==> src/rtl/prog_sequence_detector.sv <==
// Runtime-programmable serial bit-pattern detector with overlap control,
// registered detect pulse and saturating match counter.
module prog_sequence_detector #(
   parameter int MAX_LEN = 8,
   parameter int CNT_W   = 8,
   parameter int LEN_W   = $clog2(MAX_LEN + 1)
) (
   input  logic               clk,
   input  logic               rst,
   input  logic               cfg_we,
   input  logic [MAX_LEN-1:0] cfg_pattern,
   input  logic [LEN_W-1:0]   cfg_len,
   input  logic               cfg_overlap,
   input  logic               din_valid,
   input  logic               din,
   input  logic               clr_count,
   output logic               detected,
   output logic [CNT_W-1:0]   match_count,
   output logic               cfg_err,
   output logic               armed
);

   typedef enum logic [1:0] {UNCFG, FILL, RUN} state_t;

   localparam logic [LEN_W-1:0] LEN_MAX = LEN_W'(MAX_LEN);

   state_t               state, state_n;
   // Only MAX_LEN-1 old bits are stored: the oldest bit of a full window is
   // shifted out before any compare can see it.
   logic [MAX_LEN-2:0]   history, history_n;
   logic [MAX_LEN-1:0]   hist_shift, len_mask;
   logic [MAX_LEN-1:0]   pattern, pattern_n;
   logic [LEN_W-1:0]     fill, fill_n, fill_inc, len, len_n;
   logic                 overlap, overlap_n;
   logic                 detected_n, cfg_err_n;
   logic [CNT_W-1:0]     count_n;
   logic                 cfg_legal, consume, match;

   always_comb begin
      len_mask = '0;
      for (int unsigned i = 0; i < MAX_LEN; i++)
         len_mask[i] = (i < 32'(len));
   end

   assign cfg_legal  = (cfg_len != '0) && (cfg_len <= LEN_MAX);
   assign hist_shift = {history, din};
   assign fill_inc   = (fill >= LEN_MAX) ? fill : fill + LEN_W'(1);
   assign consume    = din_valid && !cfg_we && (state != UNCFG);
   assign match      = consume && (fill_inc >= len) &&
                       (((hist_shift ^ pattern) & len_mask) == '0);

   always_comb begin
      state_n    = state;
      history_n  = history;
      fill_n     = fill;
      pattern_n  = pattern;
      len_n      = len;
      overlap_n  = overlap;
      detected_n = 1'b0;
      cfg_err_n  = 1'b0;
      count_n    = match_count;

      if (cfg_we) begin
         if (cfg_legal) begin
            state_n   = FILL;
            history_n = '0;
            fill_n    = '0;
            pattern_n = cfg_pattern;
            len_n     = cfg_len;
            overlap_n = cfg_overlap;
         end else begin
            cfg_err_n = 1'b1;
         end
      end else if (consume) begin
         history_n = hist_shift[MAX_LEN-2:0];
         fill_n    = fill_inc;
         state_n   = (fill_inc >= len) ? RUN : FILL;
         if (match) begin
            detected_n = 1'b1;
            if (!overlap) begin
               fill_n  = '0;
               state_n = FILL;
            end
         end
      end

      if (clr_count)
         count_n = match ? CNT_W'(1) : '0;
      else if (match && (match_count != '1))
         count_n = match_count + CNT_W'(1);
   end

   always_ff @(posedge clk or posedge rst) begin
      if (rst) begin
         state       <= UNCFG;
         history     <= '0;
         fill        <= '0;
         pattern     <= '0;
         len         <= '0;
         overlap     <= 1'b0;
         detected    <= 1'b0;
         cfg_err     <= 1'b0;
         match_count <= '0;
      end else begin
         state       <= state_n;
         history     <= history_n;
         fill        <= fill_n;
         pattern     <= pattern_n;
         len         <= len_n;
         overlap     <= overlap_n;
         detected    <= detected_n;
         cfg_err     <= cfg_err_n;
         match_count <= count_n;
      end
   end

   assign armed = (state != UNCFG);

endmodule
==> config.mk <==
export PLATFORM = sky130hd
export DESIGN_NAME = prog_sequence_detector
export DESIGN_NICKNAME = d
export VERILOG_FILES = /design/src/rtl/prog_sequence_detector.sv
export SDC_FILE = /design/constraint.sdc
export NUM_CORES = 1
export LEC_CHECK = 0
export BUFFER_PORTS_ARGS = -buffer_cell sky130_fd_sc_hd__buf_4
export CORE_MARGIN = 3
export CORE_UTILIZATION = 60
export DETAILED_ROUTE_END_ITERATION = 10
export PLACE_DENSITY = 0.83
export SYNTH_ARGS = -nofsm -noshare
export SYNTH_HDL_FRONTEND = slang
export SYNTH_SLANG_ARGS = --single-unit
==> constraint.sdc <==
create_clock -name clk -period 4.48 [get_ports clk]
set_input_delay 0.448 -clock clk [delete_from_list [all_inputs] [get_ports clk]]
set_output_delay 0.448 -clock clk [all_outputs]
set_load 0.01 [all_outputs]
# ---- Yosys cells after proc, flatten, opt, wreduce, memory -nomap -nowiden
# Index checks and enable logic that the tools add are counted.
# W data, S select, Z words.
dict set report classes {
  n_eq_ne 2
  order_cmp 11
  add_sub_neg 2
  n_mux 23
  reduce_logical 14
  n_bitwise 2
}
# op count
set op_table {}
lappend op_table {{$mux W4} 6}
lappend op_table {{$mux W7} 3}
lappend op_table {{$lt A3 B4 Y1 const A} 4}
lappend op_table {{$mux W8} 2}
lappend op_table {{$mux W2} 6}
lappend op_table {{$add A8 B1 Y8 const B} 1}
lappend op_table {{$and A8 B8 Y8} 1}
lappend op_table {{$logic_not A8 Y1} 1}
lappend op_table {{$lt A1 B4 Y1 const A} 2}
lappend op_table {{$lt A2 B4 Y1 const A} 2}
lappend op_table {{$ne A8 B8 Y1 const B} 1}
lappend op_table {{$xor A8 B8 Y8} 1}
lappend op_table {{$logic_and A1 B1 Y1} 6}
lappend op_table {{$mux W1} 6}
lappend op_table {{$reduce_bool A2 Y1} 3}
lappend op_table {{$add A4 B1 Y4 const B} 1}
lappend op_table {{$ge A4 B4 Y1} 1}
lappend op_table {{$ge A4 B4 Y1 const B} 1}
lappend op_table {{$le A4 B4 Y1 const B} 1}
lappend op_table {{$reduce_and A2 Y1} 2}
lappend op_table {{$reduce_bool A4 Y1} 1}
lappend op_table {{$ne A2 B1 Y1 const B} 1}
lappend op_table {{$logic_not A1 Y1} 1}
dict set report word_totals {
  output_inout_bits 11
  ff_bits 36
  wordCells 63
}

# ---- Depth between registers and ports, before layout
# Gate-level depths: netlist of the first run.
dict set report logic_depth {
  word_depth 8
  ltp_mapped 11
  mapped_depth_nobuf 11
}

# ---- Least setup slack after synthesis of the first run
# Ideal clock, no wire load.
dict set report synth_timing {
  path_kind {reg-to-reg}
  from {register fill[0]}
  to {register match_count[4]}
  required_time_ps 4355
  arrival_ps 2412
  path_stages_with_launch 11
  synth_period_minus_slack_ps 2537
  setup_slack_ps 1943
  setup_time_ps 125
  cell_sequence {dfrtp_1 > inv_1 > ha_1 > mux2_2 > ha_1 > a21o_1 > a21o_1 > a21oi_1 > nor3_2 > and4_1 > mux2_2}
}
dict set report synth_between {
  elab_chain_cells 7
  elab_cells_between_ends 8
}
# item line_no
set synth_lines {}
lappend synth_lines {{start: declaration} 33} ;# logic [LEN_W-1:0] fill, fill_n, fill_inc, len, len_n;
lappend synth_lines {{start signal: assignment} 107} ;# fill <= fill_n;
lappend synth_lines {{$add A4 B1 Y4 or $ge A4 B4 Y1 (tied branches)} 47} ;# assign fill_inc = (fill >= LEN_MAX) ? fill : fill + LEN_W'(1);
lappend synth_lines {{$mux W4 *} 47}
lappend synth_lines {{$ge A4 B4 Y1 *} 49} ;# assign match = consume && (fill_inc >= len) &&
lappend synth_lines {{$logic_and A1 B1 Y1 * (2 in a row)} 49}
lappend synth_lines {{$logic_and A1 B1 Y1 *} 89} ;# else if (match && (match_count != '1))
lappend synth_lines {{$reduce_bool A2 Y1 (no source line) *} n/a}
lappend synth_lines {{end signal: assignment} 113} ;# match_count <= count_n;
lappend synth_lines {{end: declaration} 18} ;# output logic [CNT_W-1:0] match_count,
# Mark *: on every way between the ends. The rest lies on a longest branch, timed or not.
# A chain may end at the register's enable or synchronous reset.

# ---- Worst setup path in the final report of the first run
# Ends and elaborated chain as after synthesis.

==> out/metrics.yaml, run 1 <==
status: "completed"
whs_ps: 204.8
ys_warn_count: 0
rows: 19
ctsHtreeMaxLevel: 2
post-cts-setup-buffer-count: 0
start_util: 0.6544
cts_root_buffer: "clkbuf_4"
fin_crit_sh: 0.6223
cts_resized: 0
muxShareOfSynthArea: 0.1019
place_congestion: 0.8579
p_comb_frac: 0.267
synth_edf_count: 0
met2_wirelength_um: 1843
max_freq_mhz: 358.7
synth_top_family_by_area: "simple AND/OR/NAND/NOR gates"
rrSetupSlack_ps: 1690
num_io_pins: 30
drv_slew: 0
clkPwrFrac: 0.255
cts_sinks: 36
tns_ps: 0
ir_drop_mv: 0.2935
hold_path.class: "primary input to asynchronous set/reset pin"
grt_start_max_net_pins: 37
drcViolationCount: 0
postRouteWirelength_um: 3597
layout.nets: 236
grt_antenna_before_repair: 0
fillers: 208
io_buffers: 29
clock_skew_ps: 7.096
r2r_start: "fill[0]"
die_h_um: 61.78
n_antenna_cell: 0
worstPathMaxFanout: 6
swShare: 0.3036
hold_viol_final: 0
m1WireLength_um: 1588
cts_made_buffers: 5
grt_pass1_vias: 1443
synth_compound_area_frac: 0.1253
rr_endpoint: "match_count[4]"
drive_above_1_share: 0.2749
async_reset_ff_frac: 1.000
intPower_uw: 610.8
die_area_mm2: 0.003817
cts_tree: "done"
syn_area_mm2: 0.001867
dr.pass1.iters: 4
synthAdderAreaFrac: 0.04692
finalPower_uw: 877.1
cts_hold_buf: 0
critPathArrivalTime_ps: 3020
overflow: 0
synth_simple_gate_area_frac: 0.1595
core_area_mm2: 0.002853
die_width_um: 61.78
ys_seq_area_frac: 0.4826
final_cell_count_no_fill: 242
via_per_inst: 5.942
tightest_slew_ps: 701.0
ff2ff_path_depth: 10
post-place-cells: 234
dp_hpwl_um: 2632
leakage_uw: 0.001043
maxCapViolations: 0
syn_avg_cell_area_um2: 10.43
highest_layer: "met4"
start_kind: "flip-flop"
synthXorXnorAreaFrac: 0.05161
fin_crit_ps: 2788
track_usage: 0.2177
switching_power_uw: 266.3
timing.setup.critical_path_class: "flip-flop to flip-flop"
wl_met3_um: 129
p_seq_frac: 0.477
wire_per_inst_um: 14.86
p_per_area_mw_per_mm2: 401.5
antenna_left: 0
relSlewSlack: 0.5315
required_ps: 4710
ys_ff_latch: 36
grt_pass1_wl_um: 6078
drtIter0Drc: 68
setup_viol: 0
synth-main-ff-cell: "dfrtp_1"
synth_nets: 205
ys_types: 39
synth_cells: 179
clockBufferDepth: 2
area_growth_pct: 17.02
rsz0062_at_grt: "false"
vias: 1438
end_kind: "flip-flop"
path_clk_slew_ps: 110
clock_latency_ps: 340
[layout by cell type, fill, tap and decap left out, types with 4 or more instances in the layout]
cell type / instances
mux2_2: 16
buf_4: 30
nor2_1: 8
xor2_1: 4
clkbuf_4: 5
nand2_1: 20
and3_1: 6
inv_1: 9
xnor2_1: 7
a21oi_1: 9
o21ai_0: 11
dfrtp_1: 36
ha_1: 7
[synthesized netlist by cell type, drive strengths merged (2+ instances only)]
library cell / instances / area [um^2]
nor3: 3 / 20.02
nand3b: 2 / 15.01
nand3: 2 / 10.01
inv: 10 / 37.53
ha: 7 / 87.58
clkbuf: 6 / 22.52
o41ai: 3 / 26.28
nor2: 8 / 30.03
o21ai: 11 / 55.05
a21o: 2 / 15.01
dfrtp: 36 / 900.9
a31oi: 2 / 12.51
nor2b: 3 / 18.77
a21oi: 9 / 45.04
xnor2: 7 / 61.31
mux2: 16 / 180.2
xor2: 4 / 35.03
and3: 6 / 37.54
a32o: 3 / 30.03
nand2b: 3 / 18.77
nand2: 20 / 75.07
[cell families (layout without fill, tap and decap cells)]
| logic type | count (synthesis) | in the layout |
|---|---|---|
| adders and majority gates | 7 | 7 |
| DFF | 36 | 36 |
| AOI/OAI and AO/OA | 36 | 36 |
| buffers and inverters | 16 | 48 |
| and+or+nand+nor | 56 | 56 |
| xor gates and xnor gates | 11 | 11 |
| muxes | 17 | 17 |
[power by group through the flow]
stage	sequential (uW)	clock [uW]	combinational [uW]
after detailed placement	425	0	235
final	419	224	234
after global placement	421	0	224
after CTS	419	226	237
after global routing	426	243	265
after floorplan	413	0	180
[state kept, by name, indices dropped and copies added, names as in the netlist]
register	cells
match_count	8
pattern	8
history	7
fill	4
len	4
state	2
cfg_err	1
detected	1
overlap	1
[metrics by stage]
stage | utilization | setup WS (ps) | cell area [um^2]
after global placement | 0.7390 | 1854 | 2108
after detailed placement | 0.7390 | 1718 | 2108
after CTS | 0.7658 | 1673 | 2185
final | 0.7658 | 1692 | 2185
after floorplan | - | 1943 | 1867
after global routing | 0.7658 | 1554 | 2185
[layer usage]
metal  GRT usage  up-vias
met4     0.08182        0
met2      0.3558       30
met1      0.2734      701
li1            -      703
met3     0.06405        4
met5           0        -
[area by class of cell]
class | instances | area, um^2 | area share
well taps | 31 | 38.79 | 0.01775
multi-input cells | 127 | 905.9 | 0.4147
inverters | 10 | 37.54 | 0.01718
repair buffers | 30 | 225.2 | 0.1031
flip-flops and latches | 36 | 900.9 | 0.4124
clock buffers | 6 | 41.29 | 0.01890
clock inverters | 2 | 35.03 | 0.01604
[critical path, stage by stage, from the launching register on]
cell and delay, ps:
dfrtp_1 460, inv_1 90, ha_1 300, mux2_2 280, ha_1 270, a21o_1 100, a21o_1 100, a21oi_1 110
nor3_2 380, and4_1 260, mux2_2 330
[worst max path at each step]
stage | start | end | slack, ps | cells after the start
final | fill[0] | match_count[4] | 1690 | 10
after global placement | fill[0] | match_count[4] | 1850 | 10
after CTS | fill[0] | match_count[4] | 1670 | 10
after global routing | fill[0] | match_count[4] | 1550 | 10
after detailed placement | fill[0] | match_count[4] | 1720 | 10
after floorplan | fill[0] | match_count[4] | 1940 | 10
Note: power is estimated with default switching activity, not from simulation.
==> inputs of run 2 (changes only) <==
CORE_UTILIZATION = 55   (was 60)
PLACE_DENSITY = 0.77   (was 0.83)
clock period = 2.9 ns   (was 4.48 ns; I/O delays follow)
==> run 2 against run 1 <==
Compared with the run above: first-iteration DRC count shrank 10%; global-route usage shrank 1.6 points; sequential cell count is the same; register-to-register slack lost 1500 ps; utilization shrank 6.9 points; critical path type unchanged; clock skew grew 0.88 ps; critical path depth is the same.
==> out/metrics.yaml, run 2 (synthesized netlist as in run 1, its figures left out) <==
cts_tree: "done"
die_h_um: 64.26
fillers: 263
fin_crit_ps: 2697
grt_antenna_before_repair: 0
m1WireLength_um: 1572
finalPower_uw: 1292
core_area_mm2: 0.003153
ir_drop_mv: 0.3396
end_kind: "flip-flop"
die_area_mm2: 0.004129
status: "completed"
highest_layer: "met4"
post-cts-setup-buffer-count: 0
dr.pass1.iters: 5
place_congestion: 0.8160
maxCapViolations: 0
clockBufferDepth: 2
n_antenna_cell: 0
critPathArrivalTime_ps: 2960
grt_pass1_wl_um: 6472
relSlewSlack: 0.4859
drive_above_1_share: 0.2783
cts_root_buffer: "clkbuf_4"
drcViolationCount: 0
whs_ps: 48.88
rsz0062_at_grt: "false"
tns_ps: 0
fin_crit_sh: 0.9301
setup_viol: 0
cts_made_buffers: 5
hold_viol_final: 0
worstPathMaxFanout: 6
path_clk_slew_ps: 100
via_per_inst: 5.543
p_per_area_mw_per_mm2: 587.7
ff2ff_path_depth: 10
grt_start_max_net_pins: 37
rows: 20
required_ps: 3160
rr_endpoint: "match_count[7]"
crit_path_end: "match_count[7]"
cts_sinks: 36
max_freq_mhz: 370.7
layout.nets: 237
postRouteWirelength_um: 3663
area_growth_pct: 17.76
top_regs: "match_count (8), pattern (8), history (7)"
die_width_um: 64.26
track_usage: 0.2020
start_kind: "flip-flop"
leakage_uw: 0.001040
crit_path_start: "fill[0]"
final_common_cell: "dfrtp_1"
dp_hpwl_um: 2696
tightest_slew_ps: 769.3
hold_path.class: "primary input to asynchronous set/reset pin"
grt_pass1_vias: 1459
ctsHtreeMaxLevel: 2
mostFrequentLayoutCells: "dfrtp_1 (35), buf_4 (31), nand2_1 (20)"
drv_slew: 0
met2_wirelength_um: 1897
antenna_left: 0
wl_met3_um: 116
drtIter0Drc: 61
timing.setup.critical_path_class: "flip-flop to flip-flop"
r2r_start: "fill[0]"
cts_hold_buf: 0
clock_latency_ps: 330
wire_per_inst_um: 14.31
io_buffers: 29
overflow: 0
num_io_pins: 30
clock_skew_ps: 7.975
vias: 1419
start_util: 0.5921
rrSetupSlack_ps: 200
## run 2: worst min-delay path by stage
| stage | endpoint | slack, ps | start | depth (start not counted) |
|---|---|---|---|---|
| floorplan | len[3] | 380 | cfg_len[2] | 1 |
| global placement | match_count[3] | 420 | rst | 3 |
| detailed placement | pattern[7] | 420 | rst | 3 |
| CTS | match_count[0] | 50 | rst | 3 |
| global route | pattern[7] | 70 | rst | 3 |
| finish | history[0] | 50 | rst | 3 |
## run 2: power by group
part           total [uW]  internal (uW)  switching (uW)
Clock                 274            120             154
Combinational         367            190             177
Sequential            651            576            75.1
## run 2: area by class of cell
cell class / count / area (um^2) / share of cell area
multi-input combinational: 127 / 912.1 / 0.4149
sequential: 36 / 902.1 / 0.4104
timing repair buffer: 31 / 232.7 / 0.1059
clock buffer: 8 / 58.81 / 0.02675
tap: 44 / 55.05 / 0.02504
inverter: 10 / 37.54 / 0.01707
## run 2: critical path, stage by stage (launching register included)
cell and delay [ps]:
dfrtp_2 430, inv_1 70, ha_1 290, mux2_2 280, ha_1 270, a21o_1 100, a21o_1 100, a21oi_1 120
or2_4 290, or4_1 510, a21oi_1 170
## run 2: what timing repair did
action,4_1_cts,5_1_grt
endpoints found under the hold margin,0,0
resized for setup,0,2
setup endpoints to repair,0,2
## run 2: per-layer routing
metal / track usage / up-vias
met3: 0.04569 / 6
met5: 0 / -
met1: 0.2404 / 691
met2: 0.3441 / 28
met4: 0.09499 / 0
li1: - / 694
## run 2: per-stage QoR
stage	area, um^2	util	instances	setup slack, ps
detailed placement	2132	0.6762	248	143.5
global route	2198	0.6972	256	19.97
floorplan	1867	-	179	363.5
global placement	2132	0.6762	248	274.2
finish	2198	0.6972	256	202.6
CTS	2191	0.6948	256	130.2
==> inputs of run 3 (changes only) <==
CORE_UTILIZATION = 50   (was 55)
PLACE_DENSITY = 0.71   (was 0.77)
SLEW_MARGIN = 20   (was default)
==> run 3 against run 2 <==
Compared with the run above: sequential power about the same; critical path depth unchanged; utilization shrank 5.7 points; clock power rose by 16%; critical path type unchanged; critical endpoint unchanged; largest cell class unchanged.
==> out/metrics.yaml, run 3 (synthesized netlist as in run 1, its figures left out) <==
drive_above_1_share: 0.2796
setup_viol: 0
required_ps: 3100
dr.pass1.iters: 4
vias: 1398
path_clk_slew_ps: 60
maxCapViolations: 0
rows: 21
track_usage: 0.1813
top_regs: "match_count (8), pattern (8), history (7)"
num_io_pins: 30
wire_per_inst_um: 13.98
drtIter0Drc: 29
p_seq_frac: 0.480
finalPower_uw: 1349
postRouteWirelength_um: 3594
start_kind: "flip-flop"
cts_sinks: 36
mostFrequentLayoutCells: "dfrtp_1 (36), buf_4 (31), nand2_1 (20)"
cts_tree: "done"
clockBufferDepth: 2
fillers: 308
switching_power_uw: 414.5
cts_made_buffers: 5
p_per_area_mw_per_mm2: 607.1
die_area_mm2: 0.004503
cts_root_buffer: "clkbuf_8"
grt_pass1_vias: 1380
area_growth_pct: 19.03
grt_pass1_wl_um: 6141
fin_crit_ps: 2692
whs_ps: 113.9
post-cts-setup-buffer-count: 0
max_freq_mhz: 371.5
layout.nets: 237
leakage_uw: 0.001050
ctsHtreeMaxLevel: 2
via_per_inst: 5.440
tightest_slew_ps: 743.5
drv_slew: 0
end_kind: "flip-flop"
p_comb_frac: 0.283
fin_crit_sh: 0.9283
n_antenna_cell: 0
die_width_um: 67.11
relSlewSlack: 0.5032
overflow: 0
status: "completed"
rsz0062_at_grt: "false"
grt_antenna_before_repair: 0
ff2ff_path_depth: 10
hold_path.class: "primary input to asynchronous set/reset pin"
clock_latency_ps: 280
core_area_mm2: 0.003468
clkPwrFrac: 0.236
swShare: 0.3073
io_buffers: 29
drcViolationCount: 0
tns_ps: 0
place_congestion: 0.8751
critPathArrivalTime_ps: 2900
cts_hold_buf: 0
worstPathMaxFanout: 6
antenna_left: 0
grt_start_max_net_pins: 37
hold_viol_final: 0
intPower_uw: 934.5
clock_skew_ps: 3.449
final_common_cell: "dfrtp_1"
dp_hpwl_um: 2676
cts_resized: 0
start_util: 0.5382
ir_drop_mv: 0.3513
timing.setup.critical_path_class: "flip-flop to flip-flop"
die_h_um: 67.11
==> run 3: changes by cell type in the layout (fill, tap and decap cells not counted), sizes merged <==
cell    delta
clkinv     +1
clkbuf     -2
==> run 3: final timing paths <==
path	start	to	slack, ps
min in group clk	cfg_len[2]	len[3]	210
max in group asynchronous	rst	fill[1]	2470
hold reg to reg	state[1]	state[1]	480
hold / removal	rst	pattern[7]	110
setup reg to reg	fill[0]	match_count[7]	210
setup / recovery	fill[0]	match_count[7]	210
==> run 3: cell type report <==
class                           count  area, um^2  share of cell area
Clock buffer                        6       72.57             0.03266
Multi-Input combinational cell    127       915.9              0.4122
Sequential cell                    36       900.9              0.4054
Tap cell                           46       57.56             0.02590
Clock inverter                      1       5.005            0.002252
Timing Repair Buffer               31       232.7              0.1047
Inverter                           10       37.54             0.01689
==> run 3: layer usage <==
layer	wire [um]	track usage	vias to the layer above
met5	0	0	-
met4	48	0.06835	0
met3	115	0.04047	6
met2	1755	0.2982	23
met1	1674	0.2321	673
li1	-	-	696
==> run 3: critical path: stages, from the launching register on <==
cell,delay [ps]
dfrtp_1,440
inv_1,90
ha_1,300
mux2_2,280
ha_1,280
a21o_1,100
a21o_1,120
a21oi_2,90
or2_4,270
or4_1,500
a21oi_1,150
==> run 3: per-stage QoR <==
step                      worst slack [ps]  utilization  cells  area [um^2]
after floorplan                      363.5            -    179         1867
after global placement               252.0       0.6154    250         2135
after detailed placement             124.2       0.6154    250         2135
after CTS                            134.5       0.6378    257         2212
after global routing                 58.53       0.6407    257         2222
final                                208.0       0.6407    257         2222
==> run 3: power by group through the flow <==
stage	combinational (uW)	clock (uW)	sequential, uW
after global placement	351	0	650
after global routing	428	357	663
after floorplan	278	0	638
final	382	319	648
after CTS	370	335	649
after detailed placement	368	0	658
